$ cat src/rtl/id_ex_stage.sv
// ID/EX pipeline register with load-use stall detection and bubble insertion.
// Optional write-before-read bypass from WB is enabled by defining ID_WB_BYPASS_EN.
module id_ex_stage #(
    parameter int DATA_W = 32,
    parameter int REG_AW = 5
) (
    input  logic              clk,
    input  logic              rst,
    input  logic              id_valid,
    input  logic [REG_AW-1:0] id_rs,
    input  logic [REG_AW-1:0] id_rt,
    input  logic [REG_AW-1:0] id_rd,
    input  logic [DATA_W-1:0] id_readData1,
    input  logic [DATA_W-1:0] id_readData2,
    input  logic [DATA_W-1:0] id_imm,
    input  logic [7:0]        id_ctrl,
    input  logic              flush,
    input  logic              wb_regWrite,
    input  logic [REG_AW-1:0] wb_writeRegister,
    input  logic [DATA_W-1:0] wb_writeData,
    output logic              stall,
    output logic              ex_valid,
    output logic [REG_AW-1:0] ex_rs,
    output logic [REG_AW-1:0] ex_rt,
    output logic [REG_AW-1:0] ex_writeReg,
    output logic [DATA_W-1:0] ex_opA,
    output logic [DATA_W-1:0] ex_opB,
    output logic [DATA_W-1:0] ex_imm,
    output logic [7:0]        ex_ctrl
);

    localparam int CTRL_MEMREAD = 5;
    localparam int CTRL_REGDST  = 2;

    logic              r_valid;
    logic [REG_AW-1:0] r_rs, r_rt, r_wreg;
    logic [DATA_W-1:0] r_opA, r_opB, r_imm;
    logic [7:0]        r_ctrl;

    logic              w_stall;
    logic              w_bubble;
    logic [REG_AW-1:0] w_wreg;
    logic [DATA_W-1:0] w_opA, w_opB;

    // Register $0 in EX never produces a hazard: the load result is discarded.
    assign w_stall = r_valid & r_ctrl[CTRL_MEMREAD] & (r_wreg != '0) & id_valid & ~flush
                   & ((id_rs == r_wreg) | (id_rt == r_wreg));

    assign w_bubble = ~id_valid | flush | w_stall;
    assign w_wreg   = id_ctrl[CTRL_REGDST] ? id_rd : id_rt;

    always_comb begin
        w_opA = id_readData1;
        w_opB = id_readData2;
`ifdef ID_WB_BYPASS_EN
        if (wb_regWrite && (wb_writeRegister != '0) && (wb_writeRegister == id_rs))
            w_opA = wb_writeData;
        if (wb_regWrite && (wb_writeRegister != '0) && (wb_writeRegister == id_rt))
            w_opB = wb_writeData;
`endif
        // $0 reads as zero regardless of what the file or bypass offers.
        if (id_rs == '0) w_opA = '0;
        if (id_rt == '0) w_opB = '0;
    end

    always_ff @(posedge clk or negedge rst) begin
        if (!rst) begin
            r_valid <= 1'b0;
            r_rs    <= '0;
            r_rt    <= '0;
            r_wreg  <= '0;
            r_opA   <= '0;
            r_opB   <= '0;
            r_imm   <= '0;
            r_ctrl  <= '0;
        end else if (w_bubble) begin
            r_valid <= 1'b0;
            r_rs    <= '0;
            r_rt    <= '0;
            r_wreg  <= '0;
            r_opA   <= '0;
            r_opB   <= '0;
            r_imm   <= '0;
            r_ctrl  <= '0;
        end else begin
            r_valid <= 1'b1;
            r_rs    <= id_rs;
            r_rt    <= id_rt;
            r_wreg  <= w_wreg;
            r_opA   <= w_opA;
            r_opB   <= w_opB;
            r_imm   <= id_imm;
            r_ctrl  <= id_ctrl;
        end
    end

`ifndef ID_WB_BYPASS_EN
    // WB port is only consumed by the bypass path.
    logic w_unused_wb;
    assign w_unused_wb = ^{wb_regWrite, wb_writeRegister, wb_writeData};
`endif

    assign stall       = w_stall;
    assign ex_valid    = r_valid;
    assign ex_rs       = r_rs;
    assign ex_rt       = r_rt;
    assign ex_writeReg = r_wreg;
    assign ex_opA      = r_opA;
    assign ex_opB      = r_opB;
    assign ex_imm      = r_imm;
    assign ex_ctrl     = r_ctrl;

endmodule

$ cat config.mk
export PLATFORM = sky130hd
export DESIGN_NAME = id_ex_stage
export DESIGN_NICKNAME = d
export VERILOG_FILES = /design/src/rtl/id_ex_stage.sv
export SDC_FILE = /design/constraint.sdc
export NUM_CORES = 1
export LEC_CHECK = 0
export CAP_MARGIN = 20
export CORE_MARGIN = 1
export CORE_UTILIZATION = 40
export CTS_CLUSTER_DIAMETER = 200
export DETAILED_ROUTE_END_ITERATION = 12
export PLACE_DENSITY_LB_ADDON = 0.08
export SKIP_LAST_GASP = 1
export SYNTH_ARGS = -nofsm -noshare
export SYNTH_HDL_FRONTEND = slang
export SYNTH_SLANG_ARGS = --single-unit
$ cat constraint.sdc
create_clock -name clk -period 2.71 [get_ports clk]
set_input_delay 0.542 -clock clk [delete_from_list [all_inputs] [get_ports clk]]
set_output_delay 0.542 -clock clk [all_outputs]
set_load 0.01 [all_outputs]
# After elaboration in Yosys (flattened, before gate mapping)
# Index checks and enable logic that the tools add are counted.
# totals
regBits	120
latch_bits	0
ram_bits	0
rom_bits	0
n_memories	0
# classes
add_sub_neg	0
multipliers	0
div	0
n_lt_le_gt_ge	0
n_eq_ne	2
shifts	0
mux	11
bitwise	10
n_reduce_logical	3
# ops
operator	count
$mux 32	5
$mux 5	4
$eq 5x5->1	2
$logic_not 5->1	2
$mux 8	1
$and 1x1->1	5
$reduce_bool 5->1	1
$or 1x1->1	3
$not 1->1	2
$mux 1	1

# Logic depth before layout (Yosys ltp)
# Gate-level depths: netlist of the first run.
# logic_depth
ltp_word	7
ltp_mapped	6
ltp_nobuf	5

# Least setup slack after synthesis of the first run
# Ideal clock, no wire load.
# synth_timing
path_type	flip-flop to output port
from	register r_wreg[1], in the netlist ex_writeReg[1]
to	output port stall
t_arrival_ns	1.583
required_ns	2.168
path_slack_ns	0.585
stages_incl_launch_ff	6
path_cell_list	dfrtp_1 -> or4_4 -> o2111ai_4 -> or2_4 -> buf_6 -> inv_1
# synth_between
elab_chain_cells	5
elab_cells_between_ends	8
cone_classes	eq/ne (2); bitwise (5); reduce/logical (1)
# synth_rtl
element	line	text
start, declared	36	logic [REG_AW-1:0] r_rs, r_rt, r_wreg;
start signal, assigned	89	r_wreg <= w_wreg;
$reduce_bool 5->1	46	assign w_stall = r_valid & r_ctrl[CTRL_MEMREAD] & (r_wreg != '0) & id_valid & ~flush
$and 1x1->1 (3 in a row)	46	
$and 1x1->1 (*)	47	& ((id_rs == r_wreg) | (id_rt == r_wreg));
end, declared	21	output logic stall,
# Every way passes the cells marked *; elsewhere a longest branch is shown, timed or not.

# Final worst setup path of the first run
# layout_timing
from	input port id_rs[2]
to	output port stall
# layout_between
elab_chain_cells	3
# layout_rtl
element	line	text
start, declared	10	input logic [REG_AW-1:0] id_rs,
$eq 5x5->1	47	
$or 1x1->1	47	
$and 1x1->1	47	
# Every way passes these cells.

==> flow_summary.ini, run 1 <==
[run]
cap_viol_max_count = 0

[synthesis]
postSynthRegisterBits = 120
ys.warnings.count = 0
synth_top_area_cell = sky130_fd_sc_hd__dfrtp_1
synth_top_cells_by_area = sky130_fd_sc_hd__dfrtp_1 (65%), sky130_fd_sc_hd__nor3b_2 (17%), sky130_fd_sc_hd__and3_1 (6.7%)
synth.yosys.seq_area_share_pct = 65.3
synth_area_per_cell_sq_um = 15.6
netlist_instances = 295
synthesis.area_sq_mm = 0.00460
synthDistinctLibCells = 20
synth.top_cell.area_share_pct = 65.3
postSynthNetCount = 456

[power_and_ir_drop]
powerDensity_mw_per_mm2 = 624
leakage_nw = 3.58
maximum_vdd_drop_uv = 403
fin_total_pwr_w = 0.00493

[global_routing]
groute.usage.overall_pct = 20.6
grt_start_max_net_pins = 81
gr-usage-met3_pct = 9.86
grt_use_met2_pct = 34.7
met1_usage_pct = 22.4
antenna_found_initial = 0
overflow = 0
grt_pass1_vias = 3456
first_pass_grt_wire_length_microns = 18000
gr-max-usage-layer = met2

[clock_network]
cts-buffers-inserted = 17
tritoncts = built
clkLatencyLatePin_ns = 0.41
cts_max_path_buffers = 2
clockRootBuffer = sky130_fd_sc_hd__clkbuf_16
postCtsHoldBufs = 0
clock_sink_count = 120
cts_h_tree_depth = 4
clock_pin_slew_of_the_registers_on_the_worst_case_setup_and_hold_paths_ns = 0.06

[timing]
setup_tns_ns = 0
final_number_of_hold_violating_endpoints = 0
rsz0062_at_grt = no
period_needed_ns = 2.59
slew-limit-headroom_pct = 71.9
worstMarginPinSlew_ns = 0.422
timing.final.max_slew_violations = 0
period_share_pct = 95.7
max_freq_ghz = 0.385
finalSetupViolations = 0
fin_worst_skew_ns = 0.00950

[detailed_routing]
detailed_route_drc_error_count = 0
postRouteAntennaNets = 0
dr_total_vias = 3283
firstDrtPassIters = 4
post_drt_wl_per_cell_microns = 16.6
drtIter0Drc = 123
totalWireLength_microns = 11700
via_per_inst = 4.68

[floorplan]
fp.dieArea_sq_mm = 0.0119
effective_utilization_at_floorplan_pct = 41.7
core-area_sq_mm = 0.0110
rows = 38
floorplan.die.height_microns = 109
io_pins = 282
die-width_microns = 109

[worst_setup_path]
worst_setup_path_start_kind = input pin
setup.worst_path.class = in -> out
worst_setup_path_end_kind = output pin
worstPathMaxFanout = 3
cp.arrival_ns = 2.05
worst-endpoint-required_ns = 2.17

[worst_hold_path]
timing.hold.worst.class = in -> async

[outcome]
outcome = finished, final reports clean

[cells_and_area]
antenna_cells_inserted = 0
non_filler_instance_count_after_layout = 702
share_of_the_core_filled_with_cells_in_the_final_layout_pct = 71.6
layout-drive-gt1-share_pct = 22.2
synthToLayoutAreaGrowth_pct = 71.9
finalNetCount = 710

[placed_design]
dpl.cell_count = 670
finalWeightedCongestion = 0.737
buffer_ports.inserted = 243
place.detailed.hpwl_microns = 8240
-- sequential cells by signal, indices dropped and copies added (netlist names) --
register / count
ex_valid: 1
ex_rt: 5
ex_writeReg: 5
ex_opB: 32
ex_rs: 5
ex_imm: 32
ex_ctrl: 8
ex_opA: 32
-- worst paths after layout --
path / end / depth (start not counted) / startpoint / slack [ns]
hold reg to reg: ex_valid$_DFF_PN0_ / 5 / ex_valid$_DFF_PN0_ / 0.96
min in group clk: ex_imm[9]$_DFF_PN0_ / 2 / id_imm[9] / 0.70
hold / removal: ex_imm[17]$_DFF_PN0_ / 2 / rst / 0.10
setup reg to reg: ex_rs[4]$_DFF_PN0_ / 5 / ex_writeReg[1]$_DFF_PN0_ / 0.70
max in group asynchronous: ex_opB[28]$_DFF_PN0_ / 2 / rst / 2.19
setup / recovery: stall / 7 / id_rs[2] / 0.12
-- worst max-delay path, stage by stage --
cell and delay (ns):
sky130_fd_sc_hd__clkdlybuf4s50_1 0.45, sky130_fd_sc_hd__xor2_1 0.17, sky130_fd_sc_hd__nor3_2 0.22, sky130_fd_sc_hd__a22oi_2 0.11, sky130_fd_sc_hd__or2_4 0.26, sky130_fd_sc_hd__inv_1 0.05, sky130_fd_sc_hd__clkdlybuf4s15_1 0.25
-- cells in the mapped netlist --
| cell type | count |
|---|---|
| sky130_fd_sc_hd__or4_1 | 2 |
| sky130_fd_sc_hd__or4_4 | 1 |
| sky130_fd_sc_hd__nor3b_2 | 64 |
| sky130_fd_sc_hd__mux2i_1 | 5 |
| sky130_fd_sc_hd__buf_2 | 7 |
| sky130_fd_sc_hd__buf_6 | 12 |
| sky130_fd_sc_hd__xor2_1 | 10 |
| sky130_fd_sc_hd__and3_1 | 49 |
| sky130_fd_sc_hd__o2111ai_4 | 1 |
| sky130_fd_sc_hd__buf_1 | 1 |
| sky130_fd_sc_hd__nor3_1 | 2 |
| sky130_fd_sc_hd__inv_1 | 2 |
| sky130_fd_sc_hd__clkbuf_1 | 5 |
| sky130_fd_sc_hd__nor2_1 | 9 |
| sky130_fd_sc_hd__nor2b_1 | 1 |
| sky130_fd_sc_hd__o21ai_4 | 1 |
| sky130_fd_sc_hd__or2_4 | 1 |
| sky130_fd_sc_hd__dfrtp_1 | 120 |
| sky130_fd_sc_hd__and3_2 | 1 |
| sky130_fd_sc_hd__a22oi_2 | 1 |
-- power by group --
group | internal, W | switching, W
Clock | 0.00166 | 0.000818
Sequential | 0.00186 | 0.0000248
Combinational | 0.000358 | 0.000205
-- cell families after synthesis --
logic type | Yosys count | synth area share (%)
muxes | 5 | 1.09
DFF | 120 | 65.3
and+or+nand+nor | 130 | 26.1
buffers and inverters | 27 | 4.36
AOI/OAI and AO/OA | 3 | 1.20
xor gates and xnor gates | 10 | 1.91
-- what timing repair did --
action / 4_1_cts / 5_1_grt
resized for setup: 3 / 1
buffers inserted: 0 / 0
setup endpoints to repair: 1 / 1
-- metrics by stage --
step,cell area [sq um],worst slack (ns),hold WS [ns]
after detailed placement,7230,-0.226,0.538
after CTS,7900,0.0610,0.101
after global placement,7230,-0.215,0.538
after global routing,7900,0.0139,0.110
after floorplan,4600,0.585,0.246
final,7900,0.115,0.104
-- metal layers --
metal	up-vias	part of all wire, %
met3	13	11
met2	154	49
met4	0	1.4
li1	1517	-
met1	1599	39
met5	-	0
-- layout by cell type, fill, tap and decap left out, drive strengths merged --
cell type / netlist / layout
bufinv: 0 / 5
dfrtp: 120 / 120
inv: 2 / 4
nor3: 2 / 2
buf: 20 / 18
nor2: 9 / 9
and3: 50 / 50
or2: 1 / 1
nor3b: 64 / 64
a22oi: 1 / 1
mux2i: 5 / 5
clkbuf: 5 / 18
o2111ai: 1 / 1
clkinv: 0 / 4
xor2: 10 / 10
clkdlybuf4s50: 0 / 241
o21ai: 1 / 1
nor2b: 1 / 1
clkdlybuf4s15: 0 / 1
clkinvlp: 0 / 3
or4: 3 / 3
-- layout make-up --
type                       count  area, sq um
fill                         779         3130
multi-input combinational    148         1420
tap                          140          175
sequential                   120         3000
timing repair buffer         260         2630
clock inverter                14          221
inverter                       2         7.51
clock buffer                  18          439
(Power assumes the default switching activity.)
==> run 2: changes to the inputs <==
==> constraint.sdc (replaced) <==
create_clock -name clk -period 3 [get_ports clk]
set_input_delay 0.6 -clock clk [delete_from_list [all_inputs] [get_ports clk]]
set_output_delay 0.6 -clock clk [all_outputs]
set_load 0.01 [all_outputs]
==> run 2 against run 1 <==
Die area is the same; hold slack gained 0.062 ns; sequential share of layout area grew 0.57 points; count of clock-buffer cells in the layout grew 6; via count shrank 1.5%; clock skew grew 0.00054 ns; clock power shrank 21%; combinational power shrank 11%; total power shrank 16%; worst setup slack gained 0.15 ns.
==> flow_summary.ini, run 2 (same netlist as run 1, synthesis figures left out) <==
[outcome]
outcome = finished, final reports clean

[cells_and_area]
share_of_the_core_filled_with_cells_in_the_final_layout_pct = 70.5
synthToLayoutAreaGrowth_pct = 69.3
fillCellCount = 789
non_filler_instance_count_after_layout = 701
finish.instance_area_sq_mm = 0.00778
layout-drive-gt1-share_pct = 21.4
mostFrequentLayoutCell = sky130_fd_sc_hd__clkdlybuf4s50_1
antenna_cells_inserted = 0
finalNetCount = 709
leading_cell_types_in_the_layout_fill_and_taps_excluded = sky130_fd_sc_hd__clkdlybuf4s50_1 (241), sky130_fd_sc_hd__dfrtp_1 (120), sky130_fd_sc_hd__nor3b_2 (64)

[clock_network]
postCtsSetupBuffers = 0
clock_sink_count = 120
tritoncts = built
cts_max_path_buffers = 2
clock_pin_slew_of_the_registers_on_the_worst_case_setup_and_hold_paths_ns = 0.05
cts_h_tree_depth = 4
clockRootBuffer = sky130_fd_sc_hd__clkbuf_16
cts-buffers-inserted = 17
clkLatencyLatePin_ns = 0.40

[global_routing]
overflow = 0
antenna_found_initial = 0
first_pass_grt_wire_length_microns = 17700
groute.usage.overall_pct = 20.1
grt_pass1_vias = 3492
grt_start_max_net_pins = 77

[timing]
finalSetupViolations = 0
rsz0062_at_grt = no
slew-limit-headroom_pct = 66.2
fin_worst_skew_ns = 0.0100
final_number_of_hold_violating_endpoints = 0
period_needed_ns = 2.73
timing.final.max_slew_violations = 0
period_share_pct = 91.1
max_freq_ghz = 0.366
worstMarginPinSlew_ns = 0.507

[floorplan]
rows = 38
floorplan.die.height_microns = 109
fp.dieArea_sq_mm = 0.0119
die-width_microns = 109
io_pins = 282
effective_utilization_at_floorplan_pct = 41.7
core-area_sq_mm = 0.0110

[detailed_routing]
drtIter0Drc = 100
detailed_route_drc_error_count = 0
postRouteAntennaNets = 0
dr_total_vias = 3235
via_per_inst = 4.61
totalWireLength_microns = 11500
post_drt_wl_per_cell_microns = 16.3
firstDrtPassIters = 4

[worst_hold_path]
timing.hold.worst.class = in -> async

[placed_design]
dpl_cell_area_sq_mm = 0.00720
dpl.cell_count = 669
buffer_ports.inserted = 243
finalWeightedCongestion = 0.720
place.detailed.hpwl_microns = 8050

[run]
cap_viol_max_count = 0

[power_and_ir_drop]
powerDensity_mw_per_mm2 = 534
leakage_nw = 3.53
maximum_vdd_drop_uv = 412

[worst_setup_path]
worst_setup_path_start_kind = input pin
setup.worst_path.class = in -> out
cp.arrival_ns = 2.13
worst_setup_path_end_kind = output pin
crit_path_start = id_rs[2]
worst_r2r_startpoint = ex_writeReg[1]$_DFF_PN0_
worstPathMaxFanout = 3
worst-endpoint-required_ns = 2.40
==> run 2: cell count changes in the layout (fill, tap and decap cells not counted), moves of 2 or more <==
cell	before	now
sky130_fd_sc_hd__clkbuf_1	0	4
sky130_fd_sc_hd__bufinv_16	5	2
sky130_fd_sc_hd__clkinv_2	1	4
sky130_fd_sc_hd__clkinv_4	3	0
sky130_fd_sc_hd__buf_12	6	4
sky130_fd_sc_hd__clkbuf_8	1	3
sky130_fd_sc_hd__inv_6	2	0
==> run 2: power by group <==
| group | total [W] | switching (W) | internal [W] |
|---|---|---|---|
| sequential | 0.00170 | 0.0000212 | 0.00168 |
| clock | 0.00195 | 0.000669 | 0.00128 |
| combinational | 0.000502 | 0.000184 | 0.000318 |
==> run 2: timing repair <==
action,4_1_cts,5_1_grt
endpoints found under the setup margin,1,0
resized for setup,3,0
hold buffers,0,0
==> run 2: final timing paths <==
check,end,slack [ns],cells after the start
max,stall,0.27,7
min,ex_imm[13]$_DFF_PN0_,0.17,1
max reg2reg,ex_opA[20]$_DFF_PN0_,0.99,6
min reg2reg,ex_valid$_DFF_PN0_,1.06,5
max in group asynchronous,ex_ctrl[6]$_DFF_PN0_,2.05,2
min in group clk,ex_imm[24]$_DFF_PN0_,0.76,2
==> run 2: metal layers <==
layer | share of wire, % | global-route usage (%) | vias up
met2 | 49 | 33.0 | 155
met5 | 0 | 0 | -
li1 | - | - | 1518
met3 | 11 | 10.5 | 12
met1 | 38 | 22.5 | 1550
met4 | 1.1 | 6.38 | 0
==> run 2: worst max-delay path, stage by stage <==
cell                              delay [ns]
sky130_fd_sc_hd__clkdlybuf4s50_1        0.45
sky130_fd_sc_hd__xor2_1                 0.17
sky130_fd_sc_hd__nor3_2                 0.21
sky130_fd_sc_hd__a22oi_2                0.11
sky130_fd_sc_hd__or2_4                  0.26
sky130_fd_sc_hd__inv_1                  0.05
sky130_fd_sc_hd__dlygate4sd2_1          0.29
==> run 2: area by class of cell <==
cell class,instances,area (sq um),area share (%)
flip-flops and latches,120,3000,38.6
multi-input cells,148,1420,18.3
clock buffers,24,482,6.19
well taps,140,175,2.25
clock inverters,8,95.1,1.22
repair buffers,259,2600,33.4
inverters,2,7.51,0.0965
==> run 2: stage by stage <==
stage | hold WS (ns) | setup TNS [ns] | total power [W] | setup WS [ns]
3_3_place_gp | 0.593 | -0.0501 | 0.00223 | -0.0501
4_1_cts | 0.167 | 0 | 0.00421 | 0.255
2_1_floorplan | 0.304 | 0 | 0.00189 | 0.817
3_5_place_dp | 0.600 | -0.0690 | 0.00224 | -0.0690
5_1_grt | 0.187 | 0 | 0.00432 | 0.147
6_report | 0.166 | 0 | 0.00416 | 0.266
==> run 3: changes to the inputs <==
--- a/config.mk
+++ b/config.mk
@@ -7,7 +7,7 @@
 export LEC_CHECK = 0
 export CAP_MARGIN = 20
 export CORE_MARGIN = 1
-export CORE_UTILIZATION = 40
+export CORE_UTILIZATION = 29
 export CTS_CLUSTER_DIAMETER = 200
 export DETAILED_ROUTE_END_ITERATION = 12
 export PLACE_DENSITY_LB_ADDON = 0.08
==> run 3 against run 2 <==
Via count is 1.4% higher; clock power is 4% higher; count of clock-buffer cells in the layout is the same; highest routed layer unchanged; critical path type is now reg -> out; core utilization shrank 19 points; combinational power is essentially flat; fmax increased by 4.4%; first-iteration DRC count shrank 13%; register-to-register slack worse by 0.19 ns; global-route usage down 4.8 points; largest cell class unchanged.
==> flow_summary.ini, run 3 (same netlist as run 1, synthesis figures left out) <==
[worst_hold_path]
timing.hold.worst.class = in -> async

[global_routing]
grt_pass1_vias = 3459
first_pass_grt_wire_length_microns = 18500
groute.usage.overall_pct = 15.3
overflow = 0
grt_start_max_net_pins = 52
antenna_found_initial = 0

[worst_setup_path]
critical-path-top-delay-family = simple AND/OR/NAND/NOR gates
timing.critical_path.slowest_cell_delay_ns = 0.55
r2r_cells = 6
setup.worst_path.class = reg -> out
worstPathMaxFanout = 4
r2r-end = ex_rs[4]$_DFF_PN0_
r2r_slack_ns = 0.80
timing.critical_path.slowest_stage_cell = sky130_fd_sc_hd__or4_4
worstPathBufferInverterCount = 2
worst_setup_path_start_kind = flip-flop
crit_path_end = stall
crit_path_start = ex_writeReg[2]$_DFF_PN0_
worst-endpoint-required_ns = 2.40
worst-path-stages = 5
worst_r2r_startpoint = ex_writeReg[2]$_DFF_PN0_
timing.critical_path.cells = or4_4 -> o2111ai_4 -> or2_4 -> inv_1 -> dlymetal6s2s_1
worst_setup_path_end_kind = output pin
cp.arrival_ns = 2.02

[detailed_routing]
detailed_route_drc_error_count = 0
post_drt_wl_per_cell_microns = 16.0
totalWireLength_microns = 12300
drtIter0Drc = 87
postRouteAntennaNets = 0
via_per_inst = 4.25
firstDrtPassIters = 3
dr_total_vias = 3280

[cells_and_area]
finish.instance_area_sq_mm = 0.00790
antenna_cells_inserted = 0
layout-drive-gt1-share_pct = 21.6
finalNetCount = 709
mostFrequentLayoutCell = sky130_fd_sc_hd__clkdlybuf4s50_1
leading_cell_types_in_the_layout_fill_and_taps_excluded = sky130_fd_sc_hd__clkdlybuf4s50_1 (241), sky130_fd_sc_hd__dfrtp_1 (120), sky130_fd_sc_hd__nor3b_2 (64)
non_filler_instance_count_after_layout = 771
fillCellCount = 1354
multi_input_area_sq_mm = 0.00142
ff_latch_area_sq_mm = 0.00300
synthToLayoutAreaGrowth_pct = 71.9

[timing]
timing.final.max_slew_violations = 0
final.hold.worst_slack_ns = 0.192
worstMarginPinSlew_ns = 0.595
rsz0062_at_grt = no
period_share_pct = 87.3
fin_worst_skew_ns = 0.00735
max_freq_ghz = 0.382
final_number_of_hold_violating_endpoints = 0
period_needed_ns = 2.62
finalSetupViolations = 0
slew-limit-headroom_pct = 60.3

[clock_network]
tritoncts = built
clock_pin_slew_of_the_registers_on_the_worst_case_setup_and_hold_paths_ns = 0.06
clkLatencyLatePin_ns = 0.41
cts-buffers-inserted = 17
cts_max_path_buffers = 2
clockRootBuffer = sky130_fd_sc_hd__clkbuf_16
postCtsHoldBufs = 0
clock_sink_count = 120
cts_h_tree_depth = 4

[floorplan]
core-area_sq_mm = 0.0153
fp.dieArea_sq_mm = 0.0164
effective_utilization_at_floorplan_pct = 30.0
die-width_microns = 128
io_pins = 282
floorplan.die.height_microns = 128
rows = 45

[run]
cap_viol_max_count = 0

[power_and_ir_drop]
leakage_nw = 3.56
maximum_vdd_drop_uv = 327
powerDensity_mw_per_mm2 = 536

[outcome]
outcome = finished, final reports clean

[placed_design]
buffer_ports.inserted = 243
dpl.cell_count = 739
finalWeightedCongestion = 0.707
dpl_cell_area_sq_mm = 0.00728
place.detailed.hpwl_microns = 8730
## run 3: cell types whose count changed in the layout (fill, tap and decap cells not counted), sizes merged
cell | previous run | this run
clkinv | 4 | 3
dlymetal6s2s | 0 | 1
dlygate4sd2 | 1 | 0
## run 3: how the worst min path moves through the flow
| stage | start | endpoint | slack, ns | depth (start not counted) |
|---|---|---|---|---|
| detailed placement | rst | ex_imm[13]$_DFF_PN0_ | 0.65 | 1 |
| floorplan | rst | ex_ctrl[0]$_DFF_PN0_ | 0.30 | 0 |
| global placement | rst | ex_imm[13]$_DFF_PN0_ | 0.65 | 1 |
| finish | rst | ex_imm[17]$_DFF_PN0_ | 0.19 | 1 |
| CTS | rst | ex_imm[13]$_DFF_PN0_ | 0.21 | 1 |
| global route | rst | ex_imm[13]$_DFF_PN0_ | 0.23 | 1 |
## run 3: worst register-to-register path: stages (launching register included)
cell,delay (ns)
sky130_fd_sc_hd__dfrtp_1,0.44
sky130_fd_sc_hd__or4_4,0.55
sky130_fd_sc_hd__o2111ai_4,0.24
sky130_fd_sc_hd__or2_4,0.19
sky130_fd_sc_hd__buf_4,0.16
sky130_fd_sc_hd__buf_4,0.32
sky130_fd_sc_hd__and3_2,0.24
## run 3: final cells by class
cell class / instances / share of cell area [%]
well taps: 211 / 3.34
flip-flops and latches: 120 / 38.0
multi-input cells: 148 / 18.0
clock inverters: 7 / 1.14
inverters: 2 / 0.0950
clock buffers: 24 / 6.48
repair buffers: 259 / 32.9
## run 3: per-layer routing
metal / global-route usage, % / routed length, microns / part of all wire [%]
met1: 17.2 / 4920 / 40
met2: 25.8 / 6220 / 51
met3: 5.47 / 907 / 7.4
met4: 7.34 / 255 / 2.1
met5: 0 / 0 / 0
## run 3: power by group
part           internal [W]  switching [W]
Combinational      0.000319       0.000185
Clock               0.00134       0.000684
Sequential          0.00168      0.0000221
## run 3: per-stage QoR
step	total power, W	util, %	worst slack [ns]	TNS (ns)
detailed placement	0.00224	47.5	-0.120	-0.120
global placement	0.00224	47.5	-0.114	-0.114
floorplan	0.00189	-	0.817	0
CTS	0.00431	51.6	0.00696	0
finish	0.00424	51.6	0.382	0
global route	0.00441	51.6	0.306	0
## run 3: repair_timing
action / CTS / global route
endpoints found under the setup margin: 1 / 1
buffers inserted: 1 / 0
pin swaps: 2 / 1
cloned: 0 / 0
gates resized for setup: 1 / 1
